### config.mk
export PLATFORM = sky130hd
export DESIGN_NAME = instr_decode_stage_flat
export DESIGN_NICKNAME = d
export VERILOG_FILES = /design/src/rtl/idec_pkg.sv /design/src/rtl/instr_decode_stage_if.sv /design/src/rtl/idec_comb.sv /design/src/rtl/instr_decode_stage.sv /design/src/flat_wrapper.sv
export SDC_FILE = /design/constraint.sdc
export NUM_CORES = 1
export LEC_CHECK = 0
export ABC_CLOCK_PERIOD_IN_PS = 2230
export BUFFER_PORTS_ARGS = -buffer_cell sky130_fd_sc_hd__buf_2
export CAP_MARGIN = 20
export CELL_PAD_IN_SITES_DETAIL_PLACEMENT = 2
export CELL_PAD_IN_SITES_GLOBAL_PLACEMENT = 2
export CORE_ASPECT_RATIO = 1.5
export CORE_MARGIN = 3
export CORE_UTILIZATION = 34
export DETAILED_ROUTE_END_ITERATION = 7
export PLACE_DENSITY = 0.77
export SYNTH_ARGS = -nofsm -noshare
export SYNTH_HDL_FRONTEND = slang
export SYNTH_SLANG_ARGS = --single-unit
### constraint.sdc
create_clock -name clk -period 2.23 [get_ports clk]
set_input_delay 0.446 -clock clk [delete_from_list [all_inputs] [get_ports clk]]
set_output_delay 0.446 -clock clk [all_outputs]
set_load 0.05 [all_outputs]
### src/rtl/idec_pkg.sv
// rtl/idec_pkg.sv - shared decode types, opcodes and the decoded-entry record
package idec_pkg;

    localparam int XLEN_MAX = 64;
    localparam int REG_MAX  = 5;

    typedef enum logic [2:0] {
        FMT_R   = 3'd0,
        FMT_I   = 3'd1,
        FMT_S   = 3'd2,
        FMT_B   = 3'd3,
        FMT_U   = 3'd4,
        FMT_J   = 3'd5,
        FMT_SYS = 3'd6,
        FMT_BAD = 3'd7
    } fmt_e;

    typedef enum logic {
        ST_RUN    = 1'b0,
        ST_HALTED = 1'b1
    } state_e;

    localparam logic [6:0] OP_R     = 7'b0110011;
    localparam logic [6:0] OP_I     = 7'b0010011;
    localparam logic [6:0] OP_LOAD  = 7'b0000011;
    localparam logic [6:0] OP_JALR  = 7'b1100111;
    localparam logic [6:0] OP_S     = 7'b0100011;
    localparam logic [6:0] OP_B     = 7'b1100011;
    localparam logic [6:0] OP_LUI   = 7'b0110111;
    localparam logic [6:0] OP_AUIPC = 7'b0010111;
    localparam logic [6:0] OP_JAL   = 7'b1101111;

    // Held at the widest legal sizes; the stage truncates to its parameters.
    typedef struct packed {
        logic [XLEN_MAX-1:0] pc;
        logic [6:0]          opcode;
        logic [2:0]          funct3;
        logic [6:0]          funct7;
        logic [REG_MAX-1:0]  rd;
        logic [REG_MAX-1:0]  rs1;
        logic [REG_MAX-1:0]  rs2;
        logic [19:0]         inp;
        logic [XLEN_MAX-1:0] imm;
        fmt_e                fmt;
        logic                illegal;
    } dec_t;

    function automatic logic reg_oob(input logic [REG_MAX-1:0] idx, input int width);
        return (idx >> width) != '0;
    endfunction

endpackage

### src/rtl/instr_decode_stage_if.sv
// rtl/instr_decode_stage_if.sv - fetch-side and decode-side handshake bundle
interface instr_decode_stage_if #(
    parameter int XLEN       = 32,
    parameter int REG_ADDR_W = 5
);
    logic                  in_valid;
    logic                  in_ready;
    logic [31:0]           in_instr;
    logic [XLEN-1:0]       in_pc;
    logic                  out_valid;
    logic                  out_ready;
    logic [XLEN-1:0]       out_pc;
    logic [6:0]            out_opcode;
    logic [2:0]            out_funct3;
    logic [6:0]            out_funct7;
    logic [REG_ADDR_W-1:0] out_rd;
    logic [REG_ADDR_W-1:0] out_rs1;
    logic [REG_ADDR_W-1:0] out_rs2;
    logic [19:0]           out_inp;
    logic [XLEN-1:0]       out_imm;
    logic [2:0]            out_fmt;
    logic                  out_illegal;
    logic                  halted;

    modport master (
        output in_valid, in_instr, in_pc, out_ready,
        input  in_ready, out_valid, out_pc, out_opcode, out_funct3, out_funct7,
               out_rd, out_rs1, out_rs2, out_inp, out_imm, out_fmt, out_illegal, halted
    );

    modport slave (
        input  in_valid, in_instr, in_pc, out_ready,
        output in_ready, out_valid, out_pc, out_opcode, out_funct3, out_funct7,
               out_rd, out_rs1, out_rs2, out_inp, out_imm, out_fmt, out_illegal, halted
    );
endinterface

### src/rtl/idec_comb.sv
// rtl/idec_comb.sv - combinational split of one instruction into a decoded entry
module idec_comb
    import idec_pkg::*;
#(
    parameter int         REG_ADDR_W = 5,
    parameter logic [6:0] HALT_OP    = 7'b1010101,
    parameter logic [6:0] LDIMM_OP   = 7'b1111111
) (
    input  logic [31:0]         instr,
    input  logic [XLEN_MAX-1:0] pc,
    output dec_t                dec
);

    logic use_rd;
    logic use_rs1;
    logic use_rs2;

    always_comb begin
        dec        = '0;
        use_rd     = 1'b0;
        use_rs1    = 1'b0;
        use_rs2    = 1'b0;
        dec.pc     = pc;
        dec.opcode = instr[6:0];
        dec.funct3 = instr[14:12];
        dec.funct7 = instr[31:25];
        dec.rd     = instr[11:7];
        dec.rs1    = instr[19:15];
        dec.rs2    = instr[24:20];
        dec.inp    = instr[31:12];
        dec.fmt    = FMT_BAD;
        dec.imm    = '0;

        // Custom opcodes are matched first so they cannot alias a base format.
        if (instr[6:0] == HALT_OP) begin
            dec.fmt = FMT_SYS;
        end else if (instr[6:0] == LDIMM_OP) begin
            dec.fmt = FMT_SYS;
            dec.imm = {44'b0, instr[31:12]};
            use_rd  = 1'b1;
        end else begin
            case (instr[6:0])
                OP_R: begin
                    dec.fmt = FMT_R;
                    use_rd  = 1'b1;
                    use_rs1 = 1'b1;
                    use_rs2 = 1'b1;
                end
                OP_I, OP_LOAD, OP_JALR: begin
                    dec.fmt = FMT_I;
                    dec.imm = {{52{instr[31]}}, instr[31:20]};
                    use_rd  = 1'b1;
                    use_rs1 = 1'b1;
                end
                OP_S: begin
                    dec.fmt = FMT_S;
                    dec.imm = {{52{instr[31]}}, instr[31:25], instr[11:7]};
                    use_rs1 = 1'b1;
                    use_rs2 = 1'b1;
                end
                OP_B: begin
                    dec.fmt = FMT_B;
                    dec.imm = {{51{instr[31]}}, instr[31], instr[7], instr[30:25], instr[11:8], 1'b0};
                    use_rs1 = 1'b1;
                    use_rs2 = 1'b1;
                end
                OP_LUI, OP_AUIPC: begin
                    dec.fmt = FMT_U;
                    dec.imm = {{32{instr[31]}}, instr[31:12], 12'b0};
                    use_rd  = 1'b1;
                end
                OP_JAL: begin
                    dec.fmt = FMT_J;
                    dec.imm = {{43{instr[31]}}, instr[31], instr[19:12], instr[20], instr[30:21], 1'b0};
                    use_rd  = 1'b1;
                end
                default: dec.fmt = FMT_BAD;
            endcase
        end

        dec.illegal = (dec.fmt == FMT_BAD)
                    | (use_rd  & reg_oob(instr[11:7],  REG_ADDR_W))
                    | (use_rs1 & reg_oob(instr[19:15], REG_ADDR_W))
                    | (use_rs2 & reg_oob(instr[24:20], REG_ADDR_W));
    end

endmodule

### src/rtl/instr_decode_stage.sv
// rtl/instr_decode_stage.sv - registered decode stage with skid buffer and halt FSM
module instr_decode_stage
    import idec_pkg::*;
#(
    parameter int         XLEN       = 32,
    parameter int         REG_ADDR_W = 5,
    parameter logic [6:0] HALT_OP    = 7'b1010101,
    parameter logic [6:0] LDIMM_OP   = 7'b1111111
) (
    input  logic                  clk,
    input  logic                  rst_n,
    input  logic                  flush,
    instr_decode_stage_if.slave   io
);

    dec_t   dec;
    dec_t   out_q, out_d;
    dec_t   skid_q, skid_d;
    logic   out_v, out_v_d;
    logic   skid_v, skid_v_d;
    logic   rdy_q, rdy_d;
    logic   accept;
    state_e state, state_d;

    idec_comb #(
        .REG_ADDR_W (REG_ADDR_W),
        .HALT_OP    (HALT_OP),
        .LDIMM_OP   (LDIMM_OP)
    ) u_comb (
        .instr (io.in_instr),
        .pc    (XLEN_MAX'(io.in_pc)),
        .dec   (dec)
    );

    always_ff @(posedge clk or negedge rst_n) begin
        if (!rst_n) begin
            out_q  <= '0;
            skid_q <= '0;
            out_v  <= 1'b0;
            skid_v <= 1'b0;
            rdy_q  <= 1'b0;
            state  <= ST_RUN;
        end else begin
            out_q  <= out_d;
            skid_q <= skid_d;
            out_v  <= out_v_d;
            skid_v <= skid_v_d;
            rdy_q  <= rdy_d;
            state  <= state_d;
        end
    end

    always_comb begin
        out_d    = out_q;
        skid_d   = skid_q;
        out_v_d  = out_v;
        skid_v_d = skid_v;
        state_d  = state;
        accept   = io.in_valid && rdy_q;

        if (flush) begin
            out_v_d  = 1'b0;
            skid_v_d = 1'b0;
            state_d  = ST_RUN;
        end else begin
            // Output slot free or draining: skid entry is older, so it goes first.
            if (!out_v || io.out_ready) begin
                if (skid_v) begin
                    out_d    = skid_q;
                    out_v_d  = 1'b1;
                    skid_v_d = 1'b0;
                end else if (accept) begin
                    out_d   = dec;
                    out_v_d = 1'b1;
                end else begin
                    out_v_d = 1'b0;
                end
            end else if (accept) begin
                skid_d   = dec;
                skid_v_d = 1'b1;
            end
            if (accept && dec.opcode == HALT_OP) begin
                state_d = ST_HALTED;
            end
        end

        // Registered ready looks only at next-state, never at out_ready directly.
        rdy_d = !skid_v_d && (state_d == ST_RUN);
    end

    assign io.in_ready    = rdy_q;
    assign io.out_valid   = out_v;
    assign io.out_pc      = out_q.pc[XLEN-1:0];
    assign io.out_opcode  = out_q.opcode;
    assign io.out_funct3  = out_q.funct3;
    assign io.out_funct7  = out_q.funct7;
    assign io.out_rd      = out_q.rd[REG_ADDR_W-1:0];
    assign io.out_rs1     = out_q.rs1[REG_ADDR_W-1:0];
    assign io.out_rs2     = out_q.rs2[REG_ADDR_W-1:0];
    assign io.out_inp     = out_q.inp;
    assign io.out_imm     = out_q.imm[XLEN-1:0];
    assign io.out_fmt     = out_q.fmt;
    assign io.out_illegal = out_q.illegal;
    assign io.halted      = (state == ST_HALTED);

    // Upper bits of the wide record are dropped when the parameters are narrower.
    logic unused_hi;
    assign unused_hi = ^{out_q.pc, out_q.imm, out_q.rd, out_q.rs1, out_q.rs2};

endmodule

### src/flat_wrapper.sv
// flat-port wrapper written by rule: the top's interface ports become plain ports
module instr_decode_stage_flat import idec_pkg::*;
#(
    parameter int         XLEN       = 32,
    parameter int         REG_ADDR_W = 5,
    parameter logic [6:0] HALT_OP    = 7'b1010101,
    parameter logic [6:0] LDIMM_OP   = 7'b1111111
)
  (clk, rst_n, flush, io_in_valid, io_in_instr, io_in_pc, io_out_ready, io_in_ready, io_out_valid, io_out_pc, io_out_opcode, io_out_funct3, io_out_funct7, io_out_rd, io_out_rs1, io_out_rs2, io_out_inp, io_out_imm, io_out_fmt, io_out_illegal, io_halted);
  instr_decode_stage_if #(.XLEN(XLEN), .REG_ADDR_W(REG_ADDR_W)) io_i ();
  input  logic clk;
  input  logic rst_n;
  input  logic flush;
  input wire logic [$bits(io_i.in_valid)-1:0] io_in_valid;
  input wire logic [$bits(io_i.in_instr)-1:0] io_in_instr;
  input wire logic [$bits(io_i.in_pc)-1:0] io_in_pc;
  input wire logic [$bits(io_i.out_ready)-1:0] io_out_ready;
  output wire logic [$bits(io_i.in_ready)-1:0] io_in_ready;
  output wire logic [$bits(io_i.out_valid)-1:0] io_out_valid;
  output wire logic [$bits(io_i.out_pc)-1:0] io_out_pc;
  output wire logic [$bits(io_i.out_opcode)-1:0] io_out_opcode;
  output wire logic [$bits(io_i.out_funct3)-1:0] io_out_funct3;
  output wire logic [$bits(io_i.out_funct7)-1:0] io_out_funct7;
  output wire logic [$bits(io_i.out_rd)-1:0] io_out_rd;
  output wire logic [$bits(io_i.out_rs1)-1:0] io_out_rs1;
  output wire logic [$bits(io_i.out_rs2)-1:0] io_out_rs2;
  output wire logic [$bits(io_i.out_inp)-1:0] io_out_inp;
  output wire logic [$bits(io_i.out_imm)-1:0] io_out_imm;
  output wire logic [$bits(io_i.out_fmt)-1:0] io_out_fmt;
  output wire logic [$bits(io_i.out_illegal)-1:0] io_out_illegal;
  output wire logic [$bits(io_i.halted)-1:0] io_halted;
  assign io_i.in_valid = io_in_valid;
  assign io_i.in_instr = io_in_instr;
  assign io_i.in_pc = io_in_pc;
  assign io_i.out_ready = io_out_ready;
  assign io_in_ready = io_i.in_ready;
  assign io_out_valid = io_i.out_valid;
  assign io_out_pc = io_i.out_pc;
  assign io_out_opcode = io_i.out_opcode;
  assign io_out_funct3 = io_i.out_funct3;
  assign io_out_funct7 = io_i.out_funct7;
  assign io_out_rd = io_i.out_rd;
  assign io_out_rs1 = io_i.out_rs1;
  assign io_out_rs2 = io_i.out_rs2;
  assign io_out_inp = io_i.out_inp;
  assign io_out_imm = io_i.out_imm;
  assign io_out_fmt = io_i.out_fmt;
  assign io_out_illegal = io_i.out_illegal;
  assign io_halted = io_i.halted;
  instr_decode_stage #(.XLEN(XLEN), .REG_ADDR_W(REG_ADDR_W), .HALT_OP(HALT_OP), .LDIMM_OP(LDIMM_OP)) u_core (.clk(clk), .rst_n(rst_n), .flush(flush), .io(io_i));
endmodule
==> results.toml <==
[yosys]
synth_fp_nets = 1038
synth-simple-area-share = 0.187
synth_top_family_by_area = "simple AND/OR/NAND/NOR gates"
ys_seq_area_frac = 0.549
yosys_register_bits = 204
netlist.area_leader.share = 0.549
syn_area_per_cell_sq_um = 9.60
syn_area_sq_um = 9300
synth.area.top_cells = "dfrtp_1 55%, nand2_1 13%, mux2i_1 7.1%"
synthArstFlopShare = 1.00
synthMuxAreaShare = 0.0710
syn_inst = 969
yosys_warnings = 0
ys_types = 51
synth_edf_count = 0
synth_xor_xnor_area_share = 0
synthAdderAreaFrac = 0
synth_compound_area_frac = 0.144
synthFlopType = "dfrtp_1"
yosys.area.top_type = "dfrtp_1"

[final_layout]
fin_nets = 1194
drive_gt1_frac = 0.259
final_cells = 1473
antenna_cells = 0
area_growth_pct = 20.9
final_area_sq_um = 11200
finalCoreUtilization = 0.420

[critical_path]
worstPathCellList = "a21oi_2, nor3_4, nand2b_1, a21oi_2, a211oi_1"
end_kind = "flip-flop"
critPathTopFamily = "compound AO/OA/AOI/OAI gates"
crit_path_frequent_cell = "a21oi_2"
startpoint_type = "flip-flop"
crit_slowest_cell = "a21oi_2"
cp_max_fo = 11
critPathBufInv = 0
crit_required_ns = 2.57
cp_data_arrival_time_ns = 2.31
crit_path_max_incr_delay_ns = 0.65
worstSetupPathType = "flip-flop to flip-flop"

[sta]
post-route-period-util = 0.883
worst_slack_ns = 0.261
relSlewSlack = 0.431
fin_tns_setup_ns = 0
fmax_ghz = 0.508
hold_viol = 0
setup_viol = 0
finalClockSkew_ns = 0.00857
hold_ws_ns = 0.141
maxSlewViolCount = 0
rsz0062_at_grt = "false"
tightest_slew_ns = 0.854
period_minus_slack_ns = 1.97

[route]
vias = 7584
drt-wirelength-per-cell_um = 19.9
first_pass_iters = 7
antenna_left = 0
drt_iter0_markers = 312
vias_per_cell = 5.15
drc = 0
wl_um = 29300

[grt]
antenna_found_initial = 0
grt_pass1_vias = 8354
grt_start_max_net_pins = 95
globalRouteOverflowTotal = 0
grt_usage = 0.201
grt_pass1_wl_um = 47500

[run_status]
outcome = "finished clean"

[clock_tree]
clk_latency_ns = 0.51
cts.repair.resized = 0
cts_tree = "yes"
clock_sinks = 204
clk_pin_slew_ns = 0.06
htree_levels = 1
cts_buffer_depth = 3
clockRootBuffer = "clkbuf_16"
cts_made_buffers = 22

[placed_design]
pre_cts_ws_ns = -0.0448
dp_hpwl_um = 20400
placed_cell_area_sq_um = 10600
place_inst = 1437
place_congestion = 0.796
port_buffers = 191

[power_and_ir_drop]
ir_worst_vdd_uv = 507
powerDensity_nw_per_um2 = 1000
p_leak_nw = 5.26
power_mw = 11.3

[die]
die_height_um = 209
row_count = 73
fp.dieW_um = 141
dieArea_sq_um = 29400
io_pins = 192
floorplan.core_area_sq_um = 26800
start_util = 0.348

[job]
drv_cap = 0

[hold_path]
min_path_type = "input pin to flip-flop"
[cell families (layout without fill, tap and decap cells)]
family	after synthesis	after routing
buffers and inverters	87	254
flip-flops	204	204
AND/OR/NAND/NOR	412	412
multiplexers	66	66
AO/OA/AOI/OAI	200	200
[worst reg2reg max path: stages, from the launching register on]
cell      delay [ns]
dfrtp_4         0.54
a21oi_2         0.11
nor3_4          0.19
nand2b_1        0.14
a21oi_2         0.65
a211oi_1        0.19
[worst paths after layout]
path                            slack (ns)  cells past startpoint                      startpoint                           endpoint
worst max-delay path                  0.26                      5         u_core.skid_v$_DFF_PN0_  u_core.io.out_imm[20]$_DFFE_PN0P_
worst min-delay path                  0.14                      3                     io_in_pc[3]     u_core.skid_q[123]$_DFFE_PN0P_
worst max register to register        0.26                      5         u_core.skid_v$_DFF_PN0_  u_core.io.out_imm[20]$_DFFE_PN0P_
worst min register to register        0.47                      2  u_core.skid_q[123]$_DFFE_PN0P_     u_core.skid_q[123]$_DFFE_PN0P_
max in group asynchronous             1.04                      3                           rst_n      u_core.skid_q[77]$_DFFE_PN0P_
min in group asynchronous             0.45                      2                           rst_n   u_core.io.out_pc[14]$_DFFE_PN0P_
[routing by layer]
layer  up-vias  wire, um  track usage
met5         -         0            0
met4         0       437       0.0435
met3        31      1230       0.0270
met2       141     16000        0.378
met1      3857     11700        0.241
li1       3555         -            -
[timing repair]
item | CTS | global route
hold endpoints to repair | 50 | 0
hold buffers | 1 | 0
buffers inserted | 0 | 0
[power by group]
group | switching [mW] | internal, mW
sequential | 0.380 | 4.37
combinational | 2.27 | 0.724
clock | 1.48 | 2.06
total | 4.13 | 7.15
[layout by cell type (no fill, tap or decap), types with 7 or more instances in the layout]
cell type,netlist,layout
a211oi_1,8,8
a211oi_2,10,10
a21oi_1,25,25
a21oi_2,10,10
buf_12,0,8
buf_2,23,190
buf_4,23,18
clkbuf_16,0,23
dfrtp_1,204,203
mux2i_1,66,66
nand2_1,314,314
nand3_1,7,7
nor2_1,44,44
nor3b_1,20,20
o21ai_0,44,44
o21ai_1,52,52
o31ai_1,14,14
[state kept, by name, indices dropped and copies added, names as in the netlist]
| signal | cells |
|---|---|
| u_core.io.halted | 1 |
| u_core.io.in_ready | 1 |
| u_core.io.out_fmt | 3 |
| u_core.io.out_funct3 | 2 |
| u_core.io.out_funct7 | 6 |
| u_core.io.out_illegal | 1 |
| u_core.io.out_imm | 32 |
| u_core.io.out_inp | 8 |
| u_core.io.out_opcode | 7 |
| u_core.io.out_pc | 32 |
| u_core.io.out_rd | 5 |
| u_core.io.out_rs1 | 4 |
| u_core.io.out_valid | 1 |
| u_core.skid_q | 100 |
| u_core.skid_v | 1 |
[cells in the mapped netlist (all sizes together) (2+ instances only)]
cell and count:
a22oi 6, and2 3, nor2 45, o21ai 101
a222oi 4, a21oi 35, nor3b 20, nand2b 3
o21a 2, o211ai 3, a211oi 18, or3 3
nand3 8, nand2 314, o31ai 20, dfrtp 204
mux2i 66, nor3 7, o22ai 7, clkbuf 29
buf 57, nor2b 2
[cell type report]
class	count	area, sq um
Sequential cell	204	5110
Fill cell	2958	15500
Multi-Input combinational cell	678	3750
Clock buffer	32	669
Inverter	1	3.75
Tap cell	337	422
Timing Repair Buffer	218	1270
Clock inverter	3	15.0
Power figures use the tool's default switching activity.
